`src/rtl/fm_pingpong_pkg.sv`:
```
// ---------------------------------------------------------------------------
// fm_pingpong_pkg
// Shared types and helpers for the ping/pong feature-map RAM controller.
//   rd_state_t : read-side FSM states.
//   half_bit   : index of the address bit that selects the ping or pong half.
// ---------------------------------------------------------------------------
package fm_pingpong_pkg;

  typedef enum logic [1:0] {
    R_IDLE  = 2'd0,
    R_READ  = 2'd1,
    R_DRAIN = 2'd2
  } rd_state_t;

  // The half-select is the address MSB; everything below it is the beat index.
  function automatic int half_bit(input int addr_w);
    return addr_w - 1;
  endfunction

endpackage

```
`src/rtl/fm_frame_counter.sv`:
```
// ---------------------------------------------------------------------------
// fm_frame_counter
// Beat counter that wraps to zero after FRAME_LEN-1.
// Ports:
//   clk, rst  : clock, asynchronous active-high reset
//   i_inc     : advance by one beat (wraps at the last beat)
//   i_clear   : force the count back to zero (has priority over i_inc)
//   o_cnt     : current beat index
//   o_last    : o_cnt is the final beat of the frame
// ---------------------------------------------------------------------------
module fm_frame_counter #(
  parameter int FRAME_LEN = 512,
  parameter int CNT_W     = 9
) (
  input  logic             clk,
  input  logic             rst,
  input  logic             i_inc,
  input  logic             i_clear,
  output logic [CNT_W-1:0] o_cnt,
  output logic             o_last
);

  localparam logic [CNT_W-1:0] LAST_VAL = CNT_W'(FRAME_LEN - 1);

  logic [CNT_W-1:0] r_cnt;

  assign o_cnt  = r_cnt;
  assign o_last = (r_cnt == LAST_VAL);

  // Beat counter: clear wins, otherwise step and wrap on the last beat.
  always_ff @(posedge clk or posedge rst) begin
    if (rst) begin
      r_cnt <= {CNT_W{1'b0}};
    end else if (i_clear) begin
      r_cnt <= {CNT_W{1'b0}};
    end else if (i_inc) begin
      r_cnt <= o_last ? {CNT_W{1'b0}} : (r_cnt + CNT_W'(1));
    end else begin
      r_cnt <= r_cnt;
    end
  end

endmodule

```
`src/rtl/fm_pingpong_ctrl.sv`:
```
// ---------------------------------------------------------------------------
// fm_pingpong_ctrl
// Ping/pong controller for a banked dual-port feature-map RAM. The producer
// writes one frame into one address half on port A while the consumer reads
// the previously completed frame from the other half on port B.
// Ports:
//   clk, rst          : clock, asynchronous active-high reset
//   wr_valid/wr_ready : producer beat handshake (one beat = all SIZE banks)
//   wr_frame_done     : pulse the cycle after a frame's last beat is taken
//   rd_req            : consumer asks for the next frame (sampled when idle)
//   rd_valid/rd_last  : RAM read data valid / final beat of the frame
//   rd_busy           : read FSM not idle
//   ena/wea/addra     : port A bank enables, write enables, address
//   enb/web/addrb     : port B bank enables, write enables (zero), address
//   buf_full          : per-half full flags
// Optional build macro FM_PINGPONG_PERF_EN adds saturating counters
//   wr_stall_cnt (producer stalled) and rd_idle_cnt (consumer starved).
// ---------------------------------------------------------------------------
module fm_pingpong_ctrl
  import fm_pingpong_pkg::*;
#(
  parameter int SIZE      = 32,
  parameter int ADDRESS   = 10,
  parameter int FRAME_LEN = 512
) (
  input  logic               clk,
  input  logic               rst,
  input  logic               wr_valid,
  output logic               wr_ready,
  output logic               wr_frame_done,
  input  logic               rd_req,
  output logic               rd_valid,
  output logic               rd_last,
  output logic               rd_busy,
  output logic [SIZE-1:0]    ena,
  output logic [SIZE-1:0]    wea,
  output logic [ADDRESS-1:0] addra,
  output logic [SIZE-1:0]    enb,
  output logic [SIZE-1:0]    web,
  output logic [ADDRESS-1:0] addrb,
`ifdef FM_PINGPONG_PERF_EN
  output logic [31:0]        wr_stall_cnt,
  output logic [31:0]        rd_idle_cnt,
`endif
  output logic [1:0]         buf_full
);

  localparam int HB = half_bit(ADDRESS);
  localparam int CW = HB;

  if ((FRAME_LEN < 1) || (FRAME_LEN > (1 << HB))) begin : g_bad_frame_len
    $error("fm_pingpong_ctrl: FRAME_LEN must lie in 1..2**(ADDRESS-1)");
  end

  rd_state_t   r_state;
  logic        r_wr_half;
  logic        r_rd_half;
  logic [1:0]  r_buf_full;
  logic        r_wr_frame_done;
  logic        r_rd_valid;
  logic        r_rd_last;

  logic          w_wr_ready;
  logic          w_wr_fire;
  logic          w_wr_last;
  logic          w_wr_set;
  logic          w_rd_reading;
  logic          w_rd_last;
  logic          w_rd_clr;
  logic [CW-1:0] w_wr_cnt;
  logic [CW-1:0] w_rd_cnt;
  logic [1:0]    w_set_mask;
  logic [1:0]    w_clr_mask;

  assign w_wr_ready   = ~r_buf_full[r_wr_half];
  assign w_wr_fire    = wr_valid & w_wr_ready;
  assign w_wr_set     = w_wr_fire & w_wr_last;
  assign w_rd_reading = (r_state == R_READ);
  assign w_rd_clr     = (r_state == R_DRAIN);

  // Set and clear always target opposite halves, so both masks apply together.
  assign w_set_mask = w_wr_set ? (2'b01 << r_wr_half) : 2'b00;
  assign w_clr_mask = w_rd_clr ? (2'b01 << r_rd_half) : 2'b00;

  fm_frame_counter #(.FRAME_LEN(FRAME_LEN), .CNT_W(CW)) u_wr_cnt (
    .clk     (clk),
    .rst     (rst),
    .i_inc   (w_wr_fire),
    .i_clear (1'b0),
    .o_cnt   (w_wr_cnt),
    .o_last  (w_wr_last)
  );

  // Holding the read count at zero while idle guarantees every frame starts at beat 0.
  fm_frame_counter #(.FRAME_LEN(FRAME_LEN), .CNT_W(CW)) u_rd_cnt (
    .clk     (clk),
    .rst     (rst),
    .i_inc   (w_rd_reading),
    .i_clear (r_state == R_IDLE),
    .o_cnt   (w_rd_cnt),
    .o_last  (w_rd_last)
  );

  // Write-side state: half pointer, full flags and frame-done pulse.
  always_ff @(posedge clk or posedge rst) begin
    if (rst) begin
      r_wr_half       <= 1'b0;
      r_buf_full      <= 2'b00;
      r_wr_frame_done <= 1'b0;
    end else begin
      r_wr_half       <= r_wr_half ^ w_wr_set;
      r_buf_full      <= (r_buf_full & ~w_clr_mask) | w_set_mask;
      r_wr_frame_done <= w_wr_set;
    end
  end

  // Read FSM; rd_valid/rd_last are the port-B enable and last-beat flag
  // delayed by one cycle to line up with the RAM read latency.
  always_ff @(posedge clk or posedge rst) begin
    if (rst) begin
      r_state    <= R_IDLE;
      r_rd_half  <= 1'b0;
      r_rd_valid <= 1'b0;
      r_rd_last  <= 1'b0;
    end else begin
      r_rd_valid <= w_rd_reading;
      r_rd_last  <= w_rd_reading & w_rd_last;
      case (r_state)
        R_IDLE: begin
          if (rd_req && r_buf_full[r_rd_half]) begin
            r_state <= R_READ;
          end
        end
        R_READ: begin
          if (w_rd_last) begin
            r_state <= R_DRAIN;
          end
        end
        R_DRAIN: begin
          r_state   <= R_IDLE;
          r_rd_half <= ~r_rd_half;
        end
        default: begin
          r_state <= R_IDLE;
        end
      endcase
    end
  end

`ifdef FM_PINGPONG_PERF_EN
  logic [31:0] r_wr_stall_cnt;
  logic [31:0] r_rd_idle_cnt;

  // Saturating stall/starvation counters.
  always_ff @(posedge clk or posedge rst) begin
    if (rst) begin
      r_wr_stall_cnt <= 32'd0;
      r_rd_idle_cnt  <= 32'd0;
    end else begin
      if (wr_valid && !w_wr_ready && (r_wr_stall_cnt != 32'hFFFF_FFFF)) begin
        r_wr_stall_cnt <= r_wr_stall_cnt + 32'd1;
      end
      if ((r_state == R_IDLE) && rd_req && !r_buf_full[r_rd_half] &&
          (r_rd_idle_cnt != 32'hFFFF_FFFF)) begin
        r_rd_idle_cnt <= r_rd_idle_cnt + 32'd1;
      end
    end
  end

  assign wr_stall_cnt = r_wr_stall_cnt;
  assign rd_idle_cnt  = r_rd_idle_cnt;
`endif

  assign wr_ready      = w_wr_ready;
  assign wr_frame_done = r_wr_frame_done;
  assign rd_valid      = r_rd_valid;
  assign rd_last       = r_rd_last;
  assign rd_busy       = (r_state != R_IDLE);
  assign ena           = {SIZE{w_wr_fire}};
  assign wea           = {SIZE{w_wr_fire}};
  assign addra         = {r_wr_half, w_wr_cnt};
  assign enb           = {SIZE{w_rd_reading}};
  assign web           = {SIZE{1'b0}};
  assign addrb         = {r_rd_half, w_rd_cnt};
  assign buf_full      = r_buf_full;

endmodule

```
`config.mk`:
```
export PLATFORM = sky130hd
export DESIGN_NAME = fm_pingpong_ctrl
export DESIGN_NICKNAME = d
export VERILOG_FILES = /design/src/rtl/fm_pingpong_pkg.sv /design/src/rtl/fm_frame_counter.sv /design/src/rtl/fm_pingpong_ctrl.sv
export SDC_FILE = /design/constraint.sdc
export NUM_CORES = 1
export LEC_CHECK = 0
export CAP_MARGIN = 20
export CORE_MARGIN = 3
export CORE_UTILIZATION = 28
export CTS_BUF_LIST = sky130_fd_sc_hd__clkbuf_4 sky130_fd_sc_hd__clkbuf_8
export DETAILED_ROUTE_END_ITERATION = 12
export HOLD_SLACK_MARGIN = 0.02
export PLACE_DENSITY = 0.74
export SYNTH_ARGS = -nofsm -noshare
export SYNTH_HDL_FRONTEND = slang
export SYNTH_SLANG_ARGS = --single-unit
```
`constraint.sdc`:
```
create_clock -name clk -period 7.2 [get_ports clk]
set_clock_uncertainty 0.2 [all_clocks]
set_input_delay 0.72 -clock clk [delete_from_list [all_inputs] [get_ports clk]]
set_output_delay 0.72 -clock clk [all_outputs]
set_load 0.005 [all_outputs]
```
==> impl_metrics.toml <==
[power_and_ir_drop]
power.share.combinational_pct = 30.0
worst_ir_drop_vdd_mv = 0.0754
total_switching_power_mw = 0.118
p_seq_share_pct = 47.4
intPower_mw = 0.285
clock_power_share_pct = 22.6
p_per_area_mw_per_mm2 = 138
total_leakage_power_nw = 1.28
p_sw_share_pct = 29.3

[hold_path]
timing.hold.worst_endpoint = "u_wr_cnt.o_cnt[7]"
whs_path_depth = 1
hold_path.startpoint = "u_wr_cnt.o_cnt[7]"
worstHoldPathType = "reg2reg"

[timing]
worst_slew_pin_slew_ns = 0.914
slew_viol_final = 0
setup_viol = 0
min_period_over_period_pct = 48.4
final_period_minus_worst_setup_slack_ns = 3.49
grt_setup_unrepaired = "no"
hold_violations_final = 0
max-slew-margin-rel_pct = 39.1
setup-tns-final_ns = 0
achievable-frequency_ghz = 0.287

[route]
dr.first_iter.drc_count = 42
totalWireLength_mm = 4.46
drt_pre_antenna_iters = 4
vias_per_cell = 3.98
via_count = 1556
wl_per_cell_um = 11.4
remaining_drcs = 0
drtAntennaViolNets = 0

[critical_path]
setup.worst_path.start_class = "input port"
worstPathRequired_ns = 6.28
reg2reg_to = "u_rd_cnt.o_cnt[4]"
r2r_start = "u_rd_cnt.o_cnt[0]"
worstPathMaxFanout = 64
rrSetupSlack_ns = 4.69
worstSetupPathType = "in2out"
worst_r2r_path_depth = 8
endpoint_kind = "output port"
arrival_time_worst_endpoint_ns = 2.57

[die]
die-width_um = 97.3
die_area_mm2 = 0.00947
placeableCoreArea_mm2 = 0.00789
fp.dieH_um = 97.3
fp-row-count = 32
boundaryPins = 159
initial_core_utilization_pct = 29.6

[finish]
postLayoutCoreUtil_pct = 37.1
flow.area_growth_from_synthesis_pct = 25.3
fin_nets = 300
instances_no_fill = 391
layout-drive-gt1-share_pct = 5.88
antennaDiodeCount = 0
nFillCells = 758

[global_routing]
grt_pass1_vias = 1343
grt_pass1_wl_mm = 6.96
globalRouteTotalUtil_pct = 8.57
grt_start_max_net_pins = 65
antenna_found_initial = 0
grt_remaining_overflow = 0

[synthesis]
synthMuxAreaShare_pct = 2.73
ys.flop_type = "sky130_fd_sc_hd__dfrtp_1"
yosys_register_bits = 27
synth_compound_area_share_pct = 10.2
synth-xor-area-share_pct = 0.375
synth-async-reset-ratio_pct = 100
main_combinational_cell_family_by_area_after_synthesis = "buffers and inverters"
yosys.area_share.adder_pct = 3.22
number_of_cells_produced_by_synthesis = 260
synth_top_cell_area_share_pct = 42.1
synth.lib_cells_used.distinct = 35
yosys_synthesis_warning_count = 0
netlist_area_mm2 = 0.00233
netlist.top_cell.by_area = "sky130_fd_sc_hd__buf_4"
synth_enable_flop_cells = 0
synthesized_area_per_cell_um2 = 8.97
synth-seq-area-share_pct = 29.0
synth_simple_gate_area_share_pct = 10.5
ys_top_cells_by_area = "sky130_fd_sc_hd__buf_4, sky130_fd_sc_hd__dfrtp_1, sky130_fd_sc_hd__ha_1"

[clocking]
ctsResizeCount = 0
worst_setup_hold_path_clk_slew_ns = 0.09
clock_path_buffers = 2
cts_tree = "yes"
worst_skew_pair.late_latency_ns = 0.27
cts_num_sinks = 27
cts.repair_timing.setup_buffer_count = 0
hold_buffers = 0
h-tree-depth = 1
numCtsBuffers = 3
cts-root-buf = "sky130_fd_sc_hd__clkbuf_8"

[place]
detailed_place_hpwl_mm = 3.40
count_of_input_and_output_buffers = 126
dpl.cell_count = 386
gp_congestion = 0.790

[run]
max_cap_violations = 0

[status]
outcome = "finished, final reports clean"
-- kinds of logic after synthesis --
logic type      count (synthesis)
compound gates                 34
xor+xnor                        1
fa+ha+maj                       6
buf+inv                       141
flops                          27
mux                             5
other cells                     1
simple gates                   45
-- sequential cells by signal, indices dropped and copies added, names as in the netlist --
name / cells
r_rd_half: 1
buf_full: 2
rd_last: 1
u_wr_cnt.o_cnt: 9
rd_valid: 1
u_rd_cnt.o_cnt: 9
wr_frame_done: 1
r_wr_half: 1
r_state: 2
-- through the flow --
step	instance area, um2	worst slack [ns]	hold slack [ns]	total power [mW]
5_1_grt	2920	3.51	0.343	0.428
4_1_cts	2900	3.69	0.317	0.404
6_report	2920	3.71	0.314	0.403
2_1_floorplan	2450	4.10	0.292	0.273
3_5_place_dp	2850	3.70	0.304	0.314
3_3_place_gp	2850	3.75	0.301	0.311
-- synthesized netlist by cell type (4+ instances only) --
library cell / number
sky130_fd_sc_hd__buf_4: 131
sky130_fd_sc_hd__dfrtp_1: 27
sky130_fd_sc_hd__nand2_1: 15
sky130_fd_sc_hd__o21ai_1: 9
sky130_fd_sc_hd__inv_1: 7
sky130_fd_sc_hd__nand3_1: 7
sky130_fd_sc_hd__ha_1: 6
sky130_fd_sc_hd__o31ai_1: 5
sky130_fd_sc_hd__o21ai_0: 4
sky130_fd_sc_hd__o21ai_2: 4
-- placed cells by master, fill, tap and decap left out, types with 2 or more instances in the layout --
cell type	n
sky130_fd_sc_hd__and2b_1	2
sky130_fd_sc_hd__nand2_1	15
sky130_fd_sc_hd__a22o_1	3
sky130_fd_sc_hd__and2_1	3
sky130_fd_sc_hd__a31oi_1	3
sky130_fd_sc_hd__nor2_1	3
sky130_fd_sc_hd__nand2b_1	2
sky130_fd_sc_hd__o21ai_2	4
sky130_fd_sc_hd__mux2i_1	3
sky130_fd_sc_hd__clkbuf_8	3
sky130_fd_sc_hd__conb_1	32
sky130_fd_sc_hd__inv_1	7
sky130_fd_sc_hd__o31ai_1	5
sky130_fd_sc_hd__a21oi_1	2
sky130_fd_sc_hd__dfrtp_1	27
sky130_fd_sc_hd__and3_1	3
sky130_fd_sc_hd__a21o_1	2
sky130_fd_sc_hd__clkdlybuf4s50_1	126
sky130_fd_sc_hd__and4_1	2
sky130_fd_sc_hd__o21ai_1	9
sky130_fd_sc_hd__o21ai_0	4
sky130_fd_sc_hd__nand3_1	7
sky130_fd_sc_hd__ha_1	6
sky130_fd_sc_hd__nand4_1	2
-- layout make-up --
cell class / instances / area (um2) / share of cell area (%)
clock buffers: 4 / 48.8 / 1.67
well taps: 102 / 128 / 4.36
inverters: 7 / 26.3 / 0.899
flip-flops and latches: 27 / 676 / 23.1
multi-input cells: 123 / 749 / 25.6
repair buffers: 128 / 1300 / 44.3
-- power by group through the flow --
stage / registers [mW] / logic (mW) / clock network [mW]
after floorplan: 0.189 / 0.0844 / 0
after global placement: 0.193 / 0.118 / 0
after detailed placement: 0.194 / 0.120 / 0
after CTS: 0.191 / 0.121 / 0.0925
after global routing: 0.195 / 0.132 / 0.101
final: 0.191 / 0.121 / 0.0910
-- metal layers --
metal | global-route usage (%) | vias up | part of all wire [%]
li1 | - | 747 | -
met3 | 1.44 | 2 | 12
met1 | 10.6 | 704 | 41
met4 | 3.19 | 0 | 0.92
met2 | 14.9 | 103 | 46
met5 | 0 | - | 0
-- worst max-delay path by stage --
stage,startpoint,to,depth (start not counted)
final,wr_valid,wea[4],5
after global routing,wr_valid,wea[4],5
after CTS,wr_valid,wea[4],5
after detailed placement,wr_valid,wea[4],5
after global placement,wr_valid,wea[9],5
after floorplan,r_wr_half,ena[0],5
-- critical path: stages --
cell and delay (ns):
sky130_fd_sc_hd__clkdlybuf4s50_1 0.54, sky130_fd_sc_hd__nand2_2 0.17, sky130_fd_sc_hd__inv_1 0.09, sky130_fd_sc_hd__buf_4 0.42, sky130_fd_sc_hd__clkdlybuf4s50_1 0.61
Power figures use the tool's default switching activity.
